## src/rtl/pe_ctx_sequencer_pkg.sv

```systemverilog
// Shared opcodes, context word layout and FSM encoding
// for the PE context sequencer.
package pe_ctx_sequencer_pkg;

  localparam int FU     = 4;
  localparam int DATA_W = 32;
  localparam int IMM_W  = 16;

  localparam logic [FU-1:0] OP_ADD  = 4'd0;
  localparam logic [FU-1:0] OP_SUB  = 4'd1;
  localparam logic [FU-1:0] OP_MULT = 4'd2;
  localparam logic [FU-1:0] OP_SLL  = 4'd3;
  localparam logic [FU-1:0] OP_SRL  = 4'd4;
  localparam logic [FU-1:0] OP_AND  = 4'd5;
  localparam logic [FU-1:0] OP_OR   = 4'd6;
  localparam logic [FU-1:0] OP_NOT  = 4'd7;
  localparam logic [FU-1:0] OP_XOR  = 4'd8;

  localparam int OPC_LSB = 0;
  localparam int IMM_BIT = 4;
  localparam int IMM_LSB = 5;

  typedef struct packed {
    logic [IMM_W-1:0] imm;
    logic             use_imm;
    logic [FU-1:0]    op;
  } ctx_word_t;

  typedef enum logic [1:0] {
    ST_IDLE,
    ST_WAIT_OPS,
    ST_EXEC,
    ST_OUT
  } state_t;

  function automatic logic needs_b(ctx_word_t w);
    return !w.use_imm && (w.op != OP_NOT);
  endfunction

endpackage

```

## src/rtl/pe_ctx_mem.sv

```systemverilog
// Context register file: synchronous write, asynchronous read.
// Deliberately not reset so contexts survive a sequencer reset.
module pe_ctx_mem #(
  parameter int DEPTH = 16,
  parameter int W     = 21,
  localparam int AW   = $clog2(DEPTH)
) (
  input  logic          clk,
  input  logic          we,
  input  logic [AW-1:0] waddr,
  input  logic [W-1:0]  wdata,
  input  logic [AW-1:0] raddr,
  output logic [W-1:0]  rdata
);

  logic [W-1:0] mem [DEPTH];

  always_ff @(posedge clk) begin
    if (we) mem[waddr] <= wdata;
  end

  assign rdata = mem[raddr];

endmodule

```

## src/rtl/pe_ctx_sequencer.sv

```systemverilog
// Context sequencer: gathers operand tokens, drives the
// external FU, registers its result and emits it downstream.
module pe_ctx_sequencer
  import pe_ctx_sequencer_pkg::*;
#(
  parameter int CTX_DEPTH = 16,
  parameter int CFG_W     = 21,
  localparam int AW       = $clog2(CTX_DEPTH)
) (
  input  logic             clk,
  input  logic             rst,
  input  logic             cfg_we,
  input  logic [AW-1:0]    cfg_addr,
  input  logic [CFG_W-1:0] cfg_data,
  input  logic             start,
  input  logic [AW:0]      ctx_len,
  input  logic             in_a_valid,
  input  logic [31:0]      in_a_data,
  output logic             in_a_ready,
  input  logic             in_b_valid,
  input  logic [31:0]      in_b_data,
  output logic             in_b_ready,
  output logic [31:0]      fu_a,
  output logic [31:0]      fu_b,
  output logic [FU-1:0]    fu_opcode,
  input  logic [31:0]      fu_result,
  output logic             out_valid,
  output logic [31:0]      out_data,
  input  logic             out_ready,
  output logic             busy,
  output logic             done,
  output logic             illegal_op
);

  state_t           state;
  logic [AW-1:0]    pc;
  logic [AW:0]      len_q;
  logic [AW:0]      len_c;
  ctx_word_t        ins_q;
  ctx_word_t        rd_ins;
  logic [CFG_W-1:0] rd_word;
  logic [AW-1:0]    rd_addr;
  logic             need_b_q;
  logic             a_got;
  logic             b_got;
  logic [31:0]      a_q;
  logic [31:0]      b_q;
  logic             cap_a;
  logic             cap_b;
  logic             have_a;
  logic             have_b;
  logic [31:0]      a_now;
  logic [31:0]      b_now;
  logic [31:0]      b_oper;
  logic             last;
  logic             mem_we;

  assign mem_we = cfg_we && (state == ST_IDLE);

  pe_ctx_mem #(
    .DEPTH (CTX_DEPTH),
    .W     (CFG_W)
  ) u_mem (
    .clk   (clk),
    .we    (mem_we),
    .waddr (cfg_addr),
    .wdata (cfg_data),
    .raddr (rd_addr),
    .rdata (rd_word)
  );

  // Read port looks ahead to the instruction about to be loaded.
  assign rd_addr = (state == ST_OUT) ? pc + AW'(1) : '0;
  assign rd_ins  = rd_word;

  assign len_c = (ctx_len > (AW+1)'(CTX_DEPTH))
               ? (AW+1)'(CTX_DEPTH) : ctx_len;
  assign last  = ({1'b0, pc} == len_q - (AW+1)'(1));

  assign cap_a  = in_a_valid && in_a_ready;
  assign cap_b  = in_b_valid && in_b_ready;
  assign have_a = a_got || cap_a;
  assign have_b = !need_b_q || b_got || cap_b;
  assign a_now  = cap_a ? in_a_data : a_q;
  assign b_now  = cap_b ? in_b_data : b_q;

  always_comb begin
    b_oper = b_now;
    if (ins_q.use_imm)
      b_oper = {16'b0, ins_q.imm};
    else if (ins_q.op == OP_NOT)
      b_oper = '0;
  end

  always_ff @(posedge clk) begin
    if (rst) begin
      state      <= ST_IDLE;
      pc         <= '0;
      len_q      <= '0;
      ins_q      <= '0;
      need_b_q   <= 1'b0;
      a_got      <= 1'b0;
      b_got      <= 1'b0;
      a_q        <= '0;
      b_q        <= '0;
      in_a_ready <= 1'b0;
      in_b_ready <= 1'b0;
      fu_a       <= '0;
      fu_b       <= '0;
      fu_opcode  <= '0;
      out_valid  <= 1'b0;
      out_data   <= '0;
      busy       <= 1'b0;
      done       <= 1'b0;
      illegal_op <= 1'b0;
    end else begin
      done <= 1'b0;
      unique case (state)
        ST_IDLE: begin
          if (start) begin
            if (len_c == '0) begin
              done <= 1'b1;
            end else begin
              busy       <= 1'b1;
              pc         <= '0;
              len_q      <= len_c;
              ins_q      <= rd_ins;
              need_b_q   <= needs_b(rd_ins);
              a_got      <= 1'b0;
              b_got      <= 1'b0;
              in_a_ready <= 1'b1;
              in_b_ready <= needs_b(rd_ins);
              state      <= ST_WAIT_OPS;
            end
          end
        end
        ST_WAIT_OPS: begin
          if (cap_a) begin
            a_q        <= in_a_data;
            a_got      <= 1'b1;
            in_a_ready <= 1'b0;
          end
          if (cap_b) begin
            b_q        <= in_b_data;
            b_got      <= 1'b1;
            in_b_ready <= 1'b0;
          end
          if (have_a && have_b) begin
            fu_opcode <= ins_q.op;
            fu_a      <= a_now;
            fu_b      <= b_oper;
            state     <= ST_EXEC;
          end
        end
        ST_EXEC: begin
          out_data  <= fu_result;
          out_valid <= 1'b1;
          if (ins_q.op > OP_XOR) illegal_op <= 1'b1;
          state     <= ST_OUT;
        end
        ST_OUT: begin
          if (out_ready) begin
            out_valid <= 1'b0;
            if (last) begin
              done  <= 1'b1;
              busy  <= 1'b0;
              state <= ST_IDLE;
            end else begin
              pc         <= pc + AW'(1);
              ins_q      <= rd_ins;
              need_b_q   <= needs_b(rd_ins);
              a_got      <= 1'b0;
              b_got      <= 1'b0;
              in_a_ready <= 1'b1;
              in_b_ready <= needs_b(rd_ins);
              state      <= ST_WAIT_OPS;
            end
          end
        end
        default: state <= ST_IDLE;
      endcase
    end
  end

endmodule
```

## config.mk

```make
export PLATFORM = sky130hd
export DESIGN_NAME = pe_ctx_sequencer
export DESIGN_NICKNAME = d
export VERILOG_FILES = /design/src/rtl/pe_ctx_sequencer_pkg.sv /design/src/rtl/pe_ctx_mem.sv /design/src/rtl/pe_ctx_sequencer.sv
export SDC_FILE = /design/constraint.sdc
export NUM_CORES = 1
export LEC_CHECK = 0
export CAP_MARGIN = 25
export CORE_UTILIZATION = 60
export CTS_BUF_LIST = sky130_fd_sc_hd__clkbuf_2 sky130_fd_sc_hd__clkbuf_4 sky130_fd_sc_hd__clkbuf_8
export CTS_CLUSTER_SIZE = 8
export DETAILED_ROUTE_END_ITERATION = 12
export DONT_BUFFER_PORTS = 1
export GPL_TIMING_DRIVEN = 0
export PLACE_DENSITY_LB_ADDON = 0.25
export SLEW_MARGIN = 30
export SYNTH_ARGS = -nofsm -noshare
export SYNTH_HDL_FRONTEND = slang
export SYNTH_SLANG_ARGS = --single-unit
```

## constraint.sdc

```tcl
create_clock -name clk -period 4 [get_ports clk]
set_input_delay 0.8 -clock clk [delete_from_list [all_inputs] [get_ports clk]]
set_output_delay 0.8 -clock clk [all_outputs]
set_load 0.005 [all_outputs]
```

==> run_summary.xml, run 1 <==
<?xml version="1.0" encoding="UTF-8"?>
<metrics>
  <group name="worst_hold_path">
    <metric name="worstHoldPathType" unit="">primary input to flip-flop</metric>
  </group>
  <group name="cts">
    <metric name="clockBufferDepth" unit="">3</metric>
    <metric name="cts_buffers" unit="">86</metric>
    <metric name="root_buffer" unit="">clkbuf_8</metric>
    <metric name="hold_fix_buffer_count_after_cts" unit="">0</metric>
    <metric name="post_cts_resize_count" unit="">0</metric>
    <metric name="cts.repair_timing.setup_buffer_count" unit="">0</metric>
    <metric name="insertion_delay" unit="ps">650</metric>
    <metric name="worst_setup_hold_path_clk_slew" unit="ps">60</metric>
    <metric name="clock_sinks" unit="">541</metric>
    <metric name="cts_tree" unit="">built</metric>
    <metric name="h-tree-depth" unit="">3</metric>
  </group>
  <group name="floorplan">
    <metric name="die_width" unit="um">192</metric>
    <metric name="initial_core_util" unit="%">61.0</metric>
    <metric name="ios" unit="">239</metric>
    <metric name="fp.dieArea" unit="um^2">36900</metric>
    <metric name="floorplan.rows" unit="">69</metric>
    <metric name="coreArea" unit="um^2">35600</metric>
    <metric name="die-height" unit="um">192</metric>
  </group>
  <group name="power">
    <metric name="fraction_of_power_consumed_by_combinational_cells" unit="%">16.1</metric>
    <metric name="netSwitchingPower" unit="mW">3.70</metric>
    <metric name="cell_internal_power" unit="mW">9.57</metric>
    <metric name="switching_share" unit="%">27.9</metric>
    <metric name="static-leakage-power" unit="nW">7.80</metric>
    <metric name="power.ir.vdd_worst" unit="V">0.000430</metric>
    <metric name="power_density_over_the_cells" unit="nW/um^2">544</metric>
    <metric name="sequential_fraction_of_design_power" unit="%">49.7</metric>
    <metric name="clockPowerShare" unit="%">34.1</metric>
    <metric name="design_power_total" unit="mW">13.3</metric>
  </group>
  <group name="drt">
    <metric name="mean_routed_wirelength_per_cell" unit="um">23.4</metric>
    <metric name="drt-vias-per-instance" unit="">6.27</metric>
    <metric name="drt_first_iter_violations" unit="">1529</metric>
    <metric name="postRouteAntennaNets" unit="">0</metric>
    <metric name="drt-total-wl" unit="mm">56.7</metric>
    <metric name="detailroute.via_count" unit="">15200</metric>
    <metric name="drt_drc_violations_left" unit="">0</metric>
    <metric name="first_pass_iters" unit="">6</metric>
  </group>
  <group name="finish">
    <metric name="final_cell_mix" unit="">edfxtp_1 (336), nand2_1 (306), dfxtp_1 (205), nor2_1 (127), clkbuf_8 (94)</metric>
    <metric name="post-route-util" unit="%">68.6</metric>
    <metric name="layout.cell_area.non_filler" unit="um^2">24400</metric>
    <metric name="num-nets-final" unit="">2053</metric>
    <metric name="final_common_cell" unit="">edfxtp_1</metric>
    <metric name="post_route_cells_drive_above_1_share" unit="%">13.3</metric>
    <metric name="antennaDiodeCount" unit="">0</metric>
    <metric name="growth_of_design_area_from_synthesis_to_finish" unit="%">12.5</metric>
    <metric name="fill_cells" unit="">2531</metric>
  </group>
  <group name="flow_run">
    <metric name="drv_cap" unit="">0</metric>
  </group>
  <group name="yosys">
    <metric name="syn-mean-instance-area" unit="um^2">12.0</metric>
    <metric name="synth-edff-count" unit="">336</metric>
    <metric name="mappedNetlistArea" unit="um^2">21700</metric>
    <metric name="ys.warnings.count" unit="">0</metric>
    <metric name="dominantRegCellSynth" unit="">edfxtp_1</metric>
    <metric name="synth-seq-cells" unit="">541</metric>
    <metric name="async_reset_ff_share" unit="%">0</metric>
    <metric name="synth_seq_area_share" unit="%">65.4</metric>
    <metric name="synth_nets" unit="">1943</metric>
    <metric name="synth_cell_types" unit="">73</metric>
    <metric name="synthCells" unit="">1803</metric>
  </group>
  <group name="grt">
    <metric name="number_of_antenna_violations_at_the_first_check_in_global_routing" unit="">0</metric>
    <metric name="grt_util_all_layers" unit="%">30.3</metric>
    <metric name="sum_of_overflow_across_all_layers_after_global_routing" unit="">0</metric>
    <metric name="number_of_global_route_vias_before_repair" unit="">14600</metric>
    <metric name="global_route_wire_length_before_repair" unit="mm">83.7</metric>
    <metric name="grt_max_degree" unit="">22</metric>
  </group>
  <group name="critical_path">
    <metric name="criticalPathCategory" unit="">flip-flop to flip-flop</metric>
    <metric name="startpoint_type" unit="">flip-flop</metric>
    <metric name="worst-endpoint-arrival" unit="ps">3710</metric>
    <metric name="crit_path_end_kind" unit="">flip-flop</metric>
    <metric name="worstPathMaxFanout" unit="">10</metric>
    <metric name="data_required_time_of_the_worst_path" unit="ps">4540</metric>
  </group>
  <group name="timing">
    <metric name="timing.fmax" unit="MHz">316</metric>
    <metric name="drv_slew" unit="">0</metric>
    <metric name="setup_violations" unit="">0</metric>
    <metric name="finalCriticalPeriod" unit="ps">3170</metric>
    <metric name="worst_clock_skew" unit="ps">29.9</metric>
    <metric name="timing.final.crit_share" unit="%">79.2</metric>
    <metric name="rsz0062_at_grt" unit="">false</metric>
    <metric name="final.setup.worst_slack" unit="ps">831</metric>
    <metric name="final_hold_viol_count" unit="">0</metric>
    <metric name="max_slew.worst_pin.slew" unit="ps">939</metric>
    <metric name="timing.slew.headroom" unit="%">37.4</metric>
    <metric name="final.setup.tns" unit="ps">0</metric>
  </group>
  <group name="status">
    <metric name="outcome" unit="">completed</metric>
  </group>
  <group name="placement">
    <metric name="placer_s_final_routability_congestion_estimate" unit="">0.863</metric>
    <metric name="dp_worst_setup_slack" unit="ps">941</metric>
    <metric name="placedInstanceArea" unit="um^2">22800</metric>
    <metric name="post-dp-hpwl" unit="mm">39.5</metric>
    <metric name="numPortBuffers" unit="">0</metric>
  </group>
</metrics>
==> area by class of cell <==
cell class	count	area [um^2]	area share, %
Buffer	141	651	2.67
Sequential cell	541	14200	58.2
Inverter	12	45.0	0.185
Clock buffer	126	1530	6.29
Tap cell	461	577	2.36
Clock inverter	16	96.3	0.395
Timing Repair Buffer	22	385	1.58
Multi-Input combinational cell	1109	6920	28.4
==> critical path, cell delays in order, from the launching register on <==
cell      delay, ps
dfxtp_1         390
ha_1            240
buf_4           220
buf_4           200
clkbuf_1        490
nand2b_1        190
clkbuf_1        370
a211oi_1        630
a211oi_1        100
a31o_1          210
==> cell usage after synthesis, types with 5 or more instances <==
library cell	count	area (um^2)
dfxtp_1	205	4100
edfxtp_1	336	10100
buf_2	31	155
nor3b_1	9	67.6
clkbuf_1	78	293
o21ai_0	31	155
nand2b_1	8	50.1
a211oi_1	61	458
a21o_1	17	128
a311oi_1	48	420
buf_4	12	90.1
a31o_1	12	105
o221ai_1	16	140
buf_1	15	56.3
inv_1	11	41.3
mux2i_1	75	751
nor3_1	16	80.1
nor2_1	139	522
a32oi_1	5	43.8
ha_1	7	87.6
buf_6	5	56.3
a32o_1	8	80.1
a2bb2oi_1	16	140
nor2b_1	34	213
o211ai_1	6	45.0
mux4_2	18	405
and2_1	5	31.3
nand2_1	306	1150
o22ai_1	18	113
nand3_1	71	355
a31oi_1	34	213
a21oi_1	81	405
==> kinds of logic after synthesis <==
logic type,share of synthesized area [%]
muxes,5.38
adders and majority gates,0.404
DFF,65.4
and+or+nand+nor,12.8
AOI/OAI and AO/OA,12.4
buffers and inverters,3.21
xor gates and xnor gates,0.392
==> sequential cells by signal, summed over array words and instances, names as in the netlist <==
| signal | cells |
|---|---|
| u_mem.mem | 336 |
| a_q | 32 |
| b_q | 32 |
| fu_a | 32 |
| fu_b | 32 |
| out_data | 32 |
| ins_q | 21 |
| len_q | 5 |
| fu_opcode | 4 |
| pc | 4 |
| state | 2 |
| a_got | 1 |
| b_got | 1 |
| busy | 1 |
| done | 1 |
| illegal_op | 1 |
| in_a_ready | 1 |
| in_b_ready | 1 |
| need_b_q | 1 |
| out_valid | 1 |
==> power by group through the flow <==
stage / clock, mW / combinational [mW] / sequential [mW]
5_1_grt: 4.80 / 2.33 / 6.64
6_report: 4.53 / 2.14 / 6.60
3_5_place_dp: 0 / 2.12 / 6.71
2_1_floorplan: 0 / 1.56 / 6.62
4_1_cts: 4.57 / 2.13 / 6.59
3_3_place_gp: 0 / 2.02 / 6.69
==> through the flow <==
stage | hold slack, ps | cells
3_3_place_gp | 441 | 2264
2_1_floorplan | 436 | 1803
4_1_cts | 197 | 2428
6_report | 233 | 2428
3_5_place_dp | 447 | 2286
5_1_grt | 202 | 2428
==> layer usage <==
metal / global-route usage [%] / part of all wire [%] / up-vias
met5: 0 / 0 / -
met4: 10.8 / 2.3 / 0
met3: 8.30 / 10 / 108
met2: 51.5 / 49 / 806
met1: 37.1 / 38 / 7414
li1: - / - / 6898
==> path summary, 6_finish.rpt <==
check / startpoint / endpoint / slack [ps] / cells after the start
worst max-delay path: state[1] / ins_q[20] / 830 / 9
worst min-delay path: cfg_data[3] / u_mem.mem[5][3] / 230 / 0
worst max register to register: state[1] / ins_q[20] / 830 / 9
worst min register to register: a_q[25] / a_q[25] / 460 / 2
Power figures use the tool's default switching activity.
==> run 2, diff against run 1 <==
clock period = 3 ns   (was 4 ns; I/O delays follow)
==> run 2 against run 1 <==
Effect of this change:
- clock power grew 30%
- first-iteration DRC count fell by 7.3%
- worst setup slack got worse by 760 ps
- die area unchanged
- via count down 0.22%
- routed wire length rose by 0.46%
- global-route usage is 0.32 points higher
- register-to-register slack got worse by 760 ps
- cell count down 0.25%
- non-clock buffer count shrank 1
- count of clock-buffer cells in the layout is 5 lower
- critical path type unchanged
==> run_summary.xml, run 2 (synthesis results as in run 1) <==
<?xml version="1.0" encoding="UTF-8"?>
<metrics>
  <group name="drt">
    <metric name="detailroute.via_count" unit="">15200</metric>
    <metric name="first_pass_iters" unit="">6</metric>
    <metric name="drt_drc_violations_left" unit="">0</metric>
    <metric name="drt_first_iter_violations" unit="">1417</metric>
    <metric name="mean_routed_wirelength_per_cell" unit="um">23.5</metric>
    <metric name="drt-vias-per-instance" unit="">6.27</metric>
    <metric name="drt-total-wl" unit="mm">57.0</metric>
    <metric name="postRouteAntennaNets" unit="">0</metric>
  </group>
  <group name="cts">
    <metric name="root_buffer" unit="">clkbuf_8</metric>
    <metric name="cts_buffers" unit="">85</metric>
    <metric name="h-tree-depth" unit="">3</metric>
    <metric name="worst_setup_hold_path_clk_slew" unit="ps">60</metric>
    <metric name="clock_sinks" unit="">541</metric>
    <metric name="insertion_delay" unit="ps">640</metric>
    <metric name="clockBufferDepth" unit="">3</metric>
    <metric name="cts_tree" unit="">built</metric>
    <metric name="cts.repair_timing.setup_buffer_count" unit="">0</metric>
  </group>
  <group name="grt">
    <metric name="grt_max_degree" unit="">22</metric>
    <metric name="number_of_antenna_violations_at_the_first_check_in_global_routing" unit="">1</metric>
    <metric name="grt_util_all_layers" unit="%">30.7</metric>
    <metric name="gr-usage-met1" unit="%">38.2</metric>
    <metric name="gr-usage-met3" unit="%">8.55</metric>
    <metric name="number_of_global_route_vias_before_repair" unit="">14500</metric>
    <metric name="global_route_wire_length_before_repair" unit="mm">84.2</metric>
    <metric name="sum_of_overflow_across_all_layers_after_global_routing" unit="">0</metric>
    <metric name="gr-usage-met2" unit="%">49.8</metric>
    <metric name="grt_busiest_layer" unit="">met2</metric>
  </group>
  <group name="finish">
    <metric name="post_route_cells_drive_above_1_share" unit="%">14.0</metric>
    <metric name="layout.cell_area.non_filler" unit="um^2">24400</metric>
    <metric name="number_of_flip_flops_in_the_largest_register" unit="">336</metric>
    <metric name="growth_of_design_area_from_synthesis_to_finish" unit="%">12.6</metric>
    <metric name="largest-register" unit="">u_mem.mem</metric>
    <metric name="post_layout_nonfiller_instances" unit="">2422</metric>
    <metric name="num-nets-final" unit="">2051</metric>
    <metric name="final_cell_mix" unit="">edfxtp_1 (336), nand2_1 (306), dfxtp_1 (205), nor2_1 (127), clkbuf_8 (92)</metric>
    <metric name="final_common_cell" unit="">edfxtp_1</metric>
  </group>
  <group name="floorplan">
    <metric name="fp.dieArea" unit="um^2">36900</metric>
    <metric name="die-height" unit="um">192</metric>
    <metric name="floorplan.rows" unit="">69</metric>
    <metric name="coreArea" unit="um^2">35600</metric>
    <metric name="initial_core_util" unit="%">61.0</metric>
    <metric name="die_width" unit="um">192</metric>
    <metric name="ios" unit="">239</metric>
  </group>
  <group name="critical_path">
    <metric name="worstPathMaxFanout" unit="">10</metric>
    <metric name="critPathTopFamily" unit="">compound AO/OA/AOI/OAI gates</metric>
    <metric name="criticalPathCategory" unit="">flip-flop to flip-flop</metric>
    <metric name="crit_path_end_kind" unit="">flip-flop</metric>
    <metric name="critical_path_buf_inv_count" unit="">2</metric>
    <metric name="data_required_time_of_the_worst_path" unit="ps">3530</metric>
    <metric name="worstPathCellList" unit="">ha_1 -&gt; xnor2_2 -&gt; buf_4 -&gt; clkbuf_1 -&gt; o21ai_0 -&gt; a211oi_1 -&gt; a211oi_1 -&gt; a31o_2</metric>
    <metric name="startpoint_type" unit="">flip-flop</metric>
    <metric name="worst-endpoint-arrival" unit="ps">3460</metric>
    <metric name="crit_path_frequent_cell" unit="">a211oi_1</metric>
    <metric name="worst_path_largest_cell_delay" unit="ps">580</metric>
    <metric name="critical-path-slowest-cell" unit="">a211oi_1</metric>
  </group>
  <group name="power">
    <metric name="clockPowerShare" unit="%">33.4</metric>
    <metric name="netSwitchingPower" unit="mW">4.91</metric>
    <metric name="power.ir.vdd_worst" unit="V">0.000578</metric>
    <metric name="power_density_over_the_cells" unit="nW/um^2">719</metric>
    <metric name="fraction_of_power_consumed_by_combinational_cells" unit="%">16.5</metric>
    <metric name="sequential_fraction_of_design_power" unit="%">50.1</metric>
    <metric name="cell_internal_power" unit="mW">12.7</metric>
    <metric name="switching_share" unit="%">27.9</metric>
    <metric name="static-leakage-power" unit="nW">7.81</metric>
  </group>
  <group name="timing">
    <metric name="drv_slew" unit="">0</metric>
    <metric name="max_slew.worst_pin.slew" unit="ps">1010</metric>
    <metric name="timing.slew.headroom" unit="%">32.9</metric>
    <metric name="worst_clock_skew" unit="ps">18.0</metric>
    <metric name="final.setup.worst_slack" unit="ps">75.6</metric>
    <metric name="timing.fmax" unit="MHz">342</metric>
    <metric name="final_hold_viol_count" unit="">0</metric>
    <metric name="setup_violations" unit="">0</metric>
    <metric name="finalCriticalPeriod" unit="ps">2920</metric>
    <metric name="timing.final.crit_share" unit="%">97.5</metric>
  </group>
  <group name="placement">
    <metric name="post-dp-hpwl" unit="mm">39.5</metric>
    <metric name="placed_cells" unit="">2285</metric>
    <metric name="numPortBuffers" unit="">0</metric>
    <metric name="placedInstanceArea" unit="um^2">22800</metric>
    <metric name="placer_s_final_routability_congestion_estimate" unit="">0.908</metric>
    <metric name="dp_worst_setup_slack" unit="ps">-92.0</metric>
  </group>
  <group name="status">
    <metric name="outcome" unit="">completed</metric>
  </group>
  <group name="flow_run">
    <metric name="drv_cap" unit="">0</metric>
  </group>
  <group name="worst_hold_path">
    <metric name="worstHoldPathType" unit="">primary input to flip-flop</metric>
  </group>
</metrics>
-- run 2: what timing repair did --
action	4_1_cts	5_1_grt
hold endpoints to repair	0	0
hold buffers	0	0
setup endpoints to repair	9	16
resized for setup	5	28
-- run 2: worst register-to-register path, stage by stage, from the launching register on --
cell and delay, ps:
dfxtp_1 360, ha_1 290, xnor2_2 370, buf_4 260
clkbuf_1 400, o21ai_0 180, a211oi_1 580, a211oi_1 140
a31o_2 240
-- run 2: stage by stage --
step	util, %	power, mW	hold slack (ps)	TNS, ps
CTS	68.5	17.6	13.7	0
global placement	62.6	11.6	441	-168240
floorplan	-	10.9	436	0
global route	68.7	18.2	15.0	-5.31
detailed placement	64.0	11.8	447	-456
finish	68.7	17.6	51.8	0
-- run 2: worst paths after layout --
kind | startpoint | to | slack (ps) | cells after the start
worst max-delay path | pc[1] | ins_q[6] | 80 | 8
worst min-delay path | cfg_data[0] | u_mem.mem[4][0] | 50 | 0
worst max register to register | pc[1] | ins_q[6] | 80 | 8
worst min register to register | a_q[28] | a_q[28] | 450 | 2
-- run 2: power by group through the flow --
stage	sequential (mW)	clock [mW]	combinational [mW]
after CTS	8.79	5.92	2.85
after global placement	8.92	0	2.68
after global routing	8.85	6.23	3.16
after detailed placement	8.94	0	2.83
final	8.79	5.87	2.90
after floorplan	8.83	0	2.08
-- run 2: routing by layer --
metal  vias to the layer above  routed length, um
met5                         -                  0
met4                         0               1950
met3                       131               6400
met2                       867              27500
met1                      7289              21200
li1                       6905                  -
-- run 2: cell type report --
type                    count  area (um^2)
diodes                      1         2.50
plain buffers             141          677
clock buffers             121         1480
clock inverters            15         81.3
fillers                  2524        11100
inverters                  12         45.0
multi-input cells        1109         6990
flip-flops and latches    541        14200
well taps                 461          577
repair buffers             21          389
==> run 3, diff against run 2 <==
CORE_MARGIN = 2   (was unset)
==> run 3 against run 2 <==
Effect of this change:
- cell area grew 0.29%
- routed wire length shrank 1.4%
- sequential cell count is the same
- die area grew 2.1%
- via count shrank 0.38%
- register-to-register slack lost 30 ps
- critical endpoint is now ins_q[9]
- count of clock-buffer cells in the layout grew 8
- largest cell class unchanged
==> run_summary.xml, run 3 (synthesis results as in run 1) <==
<?xml version="1.0" encoding="UTF-8"?>
<metrics>
  <group name="floorplan">
    <metric name="coreArea" unit="um^2">35600</metric>
    <metric name="fp.dieArea" unit="um^2">37700</metric>
    <metric name="die-height" unit="um">194</metric>
    <metric name="ios" unit="">239</metric>
    <metric name="floorplan.rows" unit="">69</metric>
    <metric name="initial_core_util" unit="%">61.0</metric>
    <metric name="die_width" unit="um">194</metric>
  </group>
  <group name="critical_path">
    <metric name="r2r_slack" unit="ps">50</metric>
    <metric name="crit_path_end_kind" unit="">flip-flop</metric>
    <metric name="startpoint_type" unit="">flip-flop</metric>
    <metric name="worst-endpoint-arrival" unit="ps">3490</metric>
    <metric name="timing.critical_path.from" unit="">state[0]</metric>
    <metric name="worstPathMaxFanout" unit="">10</metric>
    <metric name="worstReg2RegEnd" unit="">ins_q[9]</metric>
    <metric name="data_required_time_of_the_worst_path" unit="ps">3540</metric>
    <metric name="r2r_cells" unit="">9</metric>
    <metric name="critical_path.reg2reg.startpoint" unit="">state[0]</metric>
    <metric name="criticalPathCategory" unit="">flip-flop to flip-flop</metric>
  </group>
  <group name="cts">
    <metric name="cts_tree" unit="">built</metric>
    <metric name="h-tree-depth" unit="">3</metric>
    <metric name="clockBufferDepth" unit="">3</metric>
    <metric name="cts_buffers" unit="">88</metric>
    <metric name="worst_setup_hold_path_clk_slew" unit="ps">60</metric>
    <metric name="root_buffer" unit="">clkbuf_8</metric>
    <metric name="insertion_delay" unit="ps">660</metric>
    <metric name="cts.repair_timing.setup_buffer_count" unit="">0</metric>
    <metric name="clock_sinks" unit="">541</metric>
  </group>
  <group name="power">
    <metric name="power_density_over_the_cells" unit="nW/um^2">725</metric>
    <metric name="power.ir.vdd_worst" unit="V">0.000496</metric>
    <metric name="static-leakage-power" unit="nW">7.85</metric>
    <metric name="design_power_total" unit="mW">17.8</metric>
  </group>
  <group name="timing">
    <metric name="max_slew.worst_pin.slew" unit="ps">950</metric>
    <metric name="final.setup.worst_slack" unit="ps">46.5</metric>
    <metric name="timing.final.crit_share" unit="%">98.5</metric>
    <metric name="finalCriticalPeriod" unit="ps">2950</metric>
    <metric name="timing.fmax" unit="MHz">339</metric>
    <metric name="final_hold_viol_count" unit="">0</metric>
    <metric name="setup_violations" unit="">0</metric>
    <metric name="worst_clock_skew" unit="ps">24.0</metric>
    <metric name="timing.slew.headroom" unit="%">36.7</metric>
    <metric name="rsz0062_at_grt" unit="">true</metric>
    <metric name="drv_slew" unit="">0</metric>
  </group>
  <group name="grt">
    <metric name="grt_util_all_layers" unit="%">29.5</metric>
    <metric name="sum_of_overflow_across_all_layers_after_global_routing" unit="">0</metric>
    <metric name="number_of_global_route_vias_before_repair" unit="">14900</metric>
    <metric name="global_route_wire_length_before_repair" unit="mm">85.6</metric>
    <metric name="grt_max_degree" unit="">22</metric>
    <metric name="number_of_antenna_violations_at_the_first_check_in_global_routing" unit="">0</metric>
  </group>
  <group name="finish">
    <metric name="fill_cells" unit="">2510</metric>
    <metric name="number_of_flip_flops_in_the_largest_register" unit="">336</metric>
    <metric name="final_cell_mix" unit="">edfxtp_1 (336), nand2_1 (306), dfxtp_1 (205), nor2_1 (127), clkbuf_8 (98)</metric>
    <metric name="growth_of_design_area_from_synthesis_to_finish" unit="%">13.0</metric>
    <metric name="final_common_cell" unit="">edfxtp_1</metric>
    <metric name="seqCellArea" unit="um^2">14200</metric>
    <metric name="largest-register" unit="">u_mem.mem</metric>
    <metric name="post_route_cells_drive_above_1_share" unit="%">14.2</metric>
    <metric name="multi_input_area" unit="um^2">6990</metric>
    <metric name="num-nets-final" unit="">2054</metric>
    <metric name="layout.cell_area.non_filler" unit="um^2">24500</metric>
  </group>
  <group name="placement">
    <metric name="post-dp-hpwl" unit="mm">39.7</metric>
    <metric name="dp_worst_setup_slack" unit="ps">-91.3</metric>
    <metric name="numPortBuffers" unit="">0</metric>
    <metric name="placer_s_final_routability_congestion_estimate" unit="">0.888</metric>
    <metric name="placedInstanceArea" unit="um^2">22800</metric>
  </group>
  <group name="worst_hold_path">
    <metric name="worstHoldPathType" unit="">primary input to flip-flop</metric>
    <metric name="whs_path_depth" unit="">0</metric>
    <metric name="min_delay_worst_endpoint" unit="">u_mem.mem[9][16]</metric>
    <metric name="hold_path.startpoint" unit="">cfg_data[16]</metric>
  </group>
  <group name="drt">
    <metric name="postRouteAntennaNets" unit="">0</metric>
    <metric name="drt-total-wl" unit="mm">56.2</metric>
    <metric name="drt_drc_violations_left" unit="">0</metric>
    <metric name="drt_first_iter_violations" unit="">1377</metric>
    <metric name="drt-vias-per-instance" unit="">6.23</metric>
    <metric name="mean_routed_wirelength_per_cell" unit="um">23.1</metric>
    <metric name="detailroute.via_count" unit="">15100</metric>
    <metric name="first_pass_iters" unit="">6</metric>
  </group>
  <group name="status">
    <metric name="outcome" unit="">completed</metric>
  </group>
  <group name="flow_run">
    <metric name="drv_cap" unit="">0</metric>
  </group>
</metrics>
==> run 3: worst max-delay path, stage by stage (launching register included) <==
cell and delay, ps:
dfxtp_1 330, ha_1 260, buf_4 210, nand2b_4 100
buf_2 370, mux4_2 540, nor2b_1 150, a211oi_1 530
a211oi_1 140, a31o_1 210
==> run 3: worst max path at each step <==
stage	end	slack (ps)	cells past startpoint
after floorplan	u_mem.mem[8][0]	140	6
after CTS	ins_q[17]	9	8
after detailed placement	ins_q[18]	-90	8
final	ins_q[9]	50	9
after global placement	u_mem.mem[4][14]	-1360	6
after global routing	ins_q[7]	-60	9
==> run 3: metal layers <==
metal / vias to the layer above / wire (um) / GRT usage [%]
met5: - / 0 / 0
met4: 0 / 1550 / 11.0
met3: 116 / 5830 / 8.21
met2: 797 / 27400 / 49.3
met1: 7315 / 21400 / 36.8
li1: 6906 / - / -
==> run 3: cell type report <==
| class | instances | share of cell area (%) |
|---|---|---|
| Clock inverter | 15 | 0.301 |
| Sequential cell | 541 | 57.9 |
| Timing Repair Buffer | 21 | 1.54 |
| Tap cell | 461 | 2.35 |
| Clock buffer | 129 | 6.45 |
| Inverter | 12 | 0.184 |
| Antenna cell | 1 | 0.0102 |
| Multi-Input combinational cell | 1109 | 28.5 |
| Buffer | 141 | 2.72 |
==> run 3: power by group <==
group	switching (mW)	internal, mW	leakage (nW)
clock	2.76	3.34	0.878
sequential	0.352	8.45	4.69
combinational	1.81	1.07	2.28
==> run 3: per-stage QoR <==
| stage | setup TNS [ps] | hold WS (ps) | cells | util, % |
|---|---|---|---|---|
| finish | 0 | 33.0 | 2430 | 68.9 |
| global route | -241 | 14.4 | 2429 | 68.9 |
| CTS | 0 | 5.61 | 2429 | 68.7 |
| detailed placement | -371 | 447 | 2285 | 64.0 |
| global placement | -166530 | 441 | 2264 | 62.6 |
| floorplan | 0 | 436 | 1803 | - |
==> run 3: repair_timing <==
item                                    4_1_cts  5_1_grt
endpoints found under the setup margin       10       31
hold buffers                                  0        0
gates resized for setup                       7       17
pin swaps                                     0        0
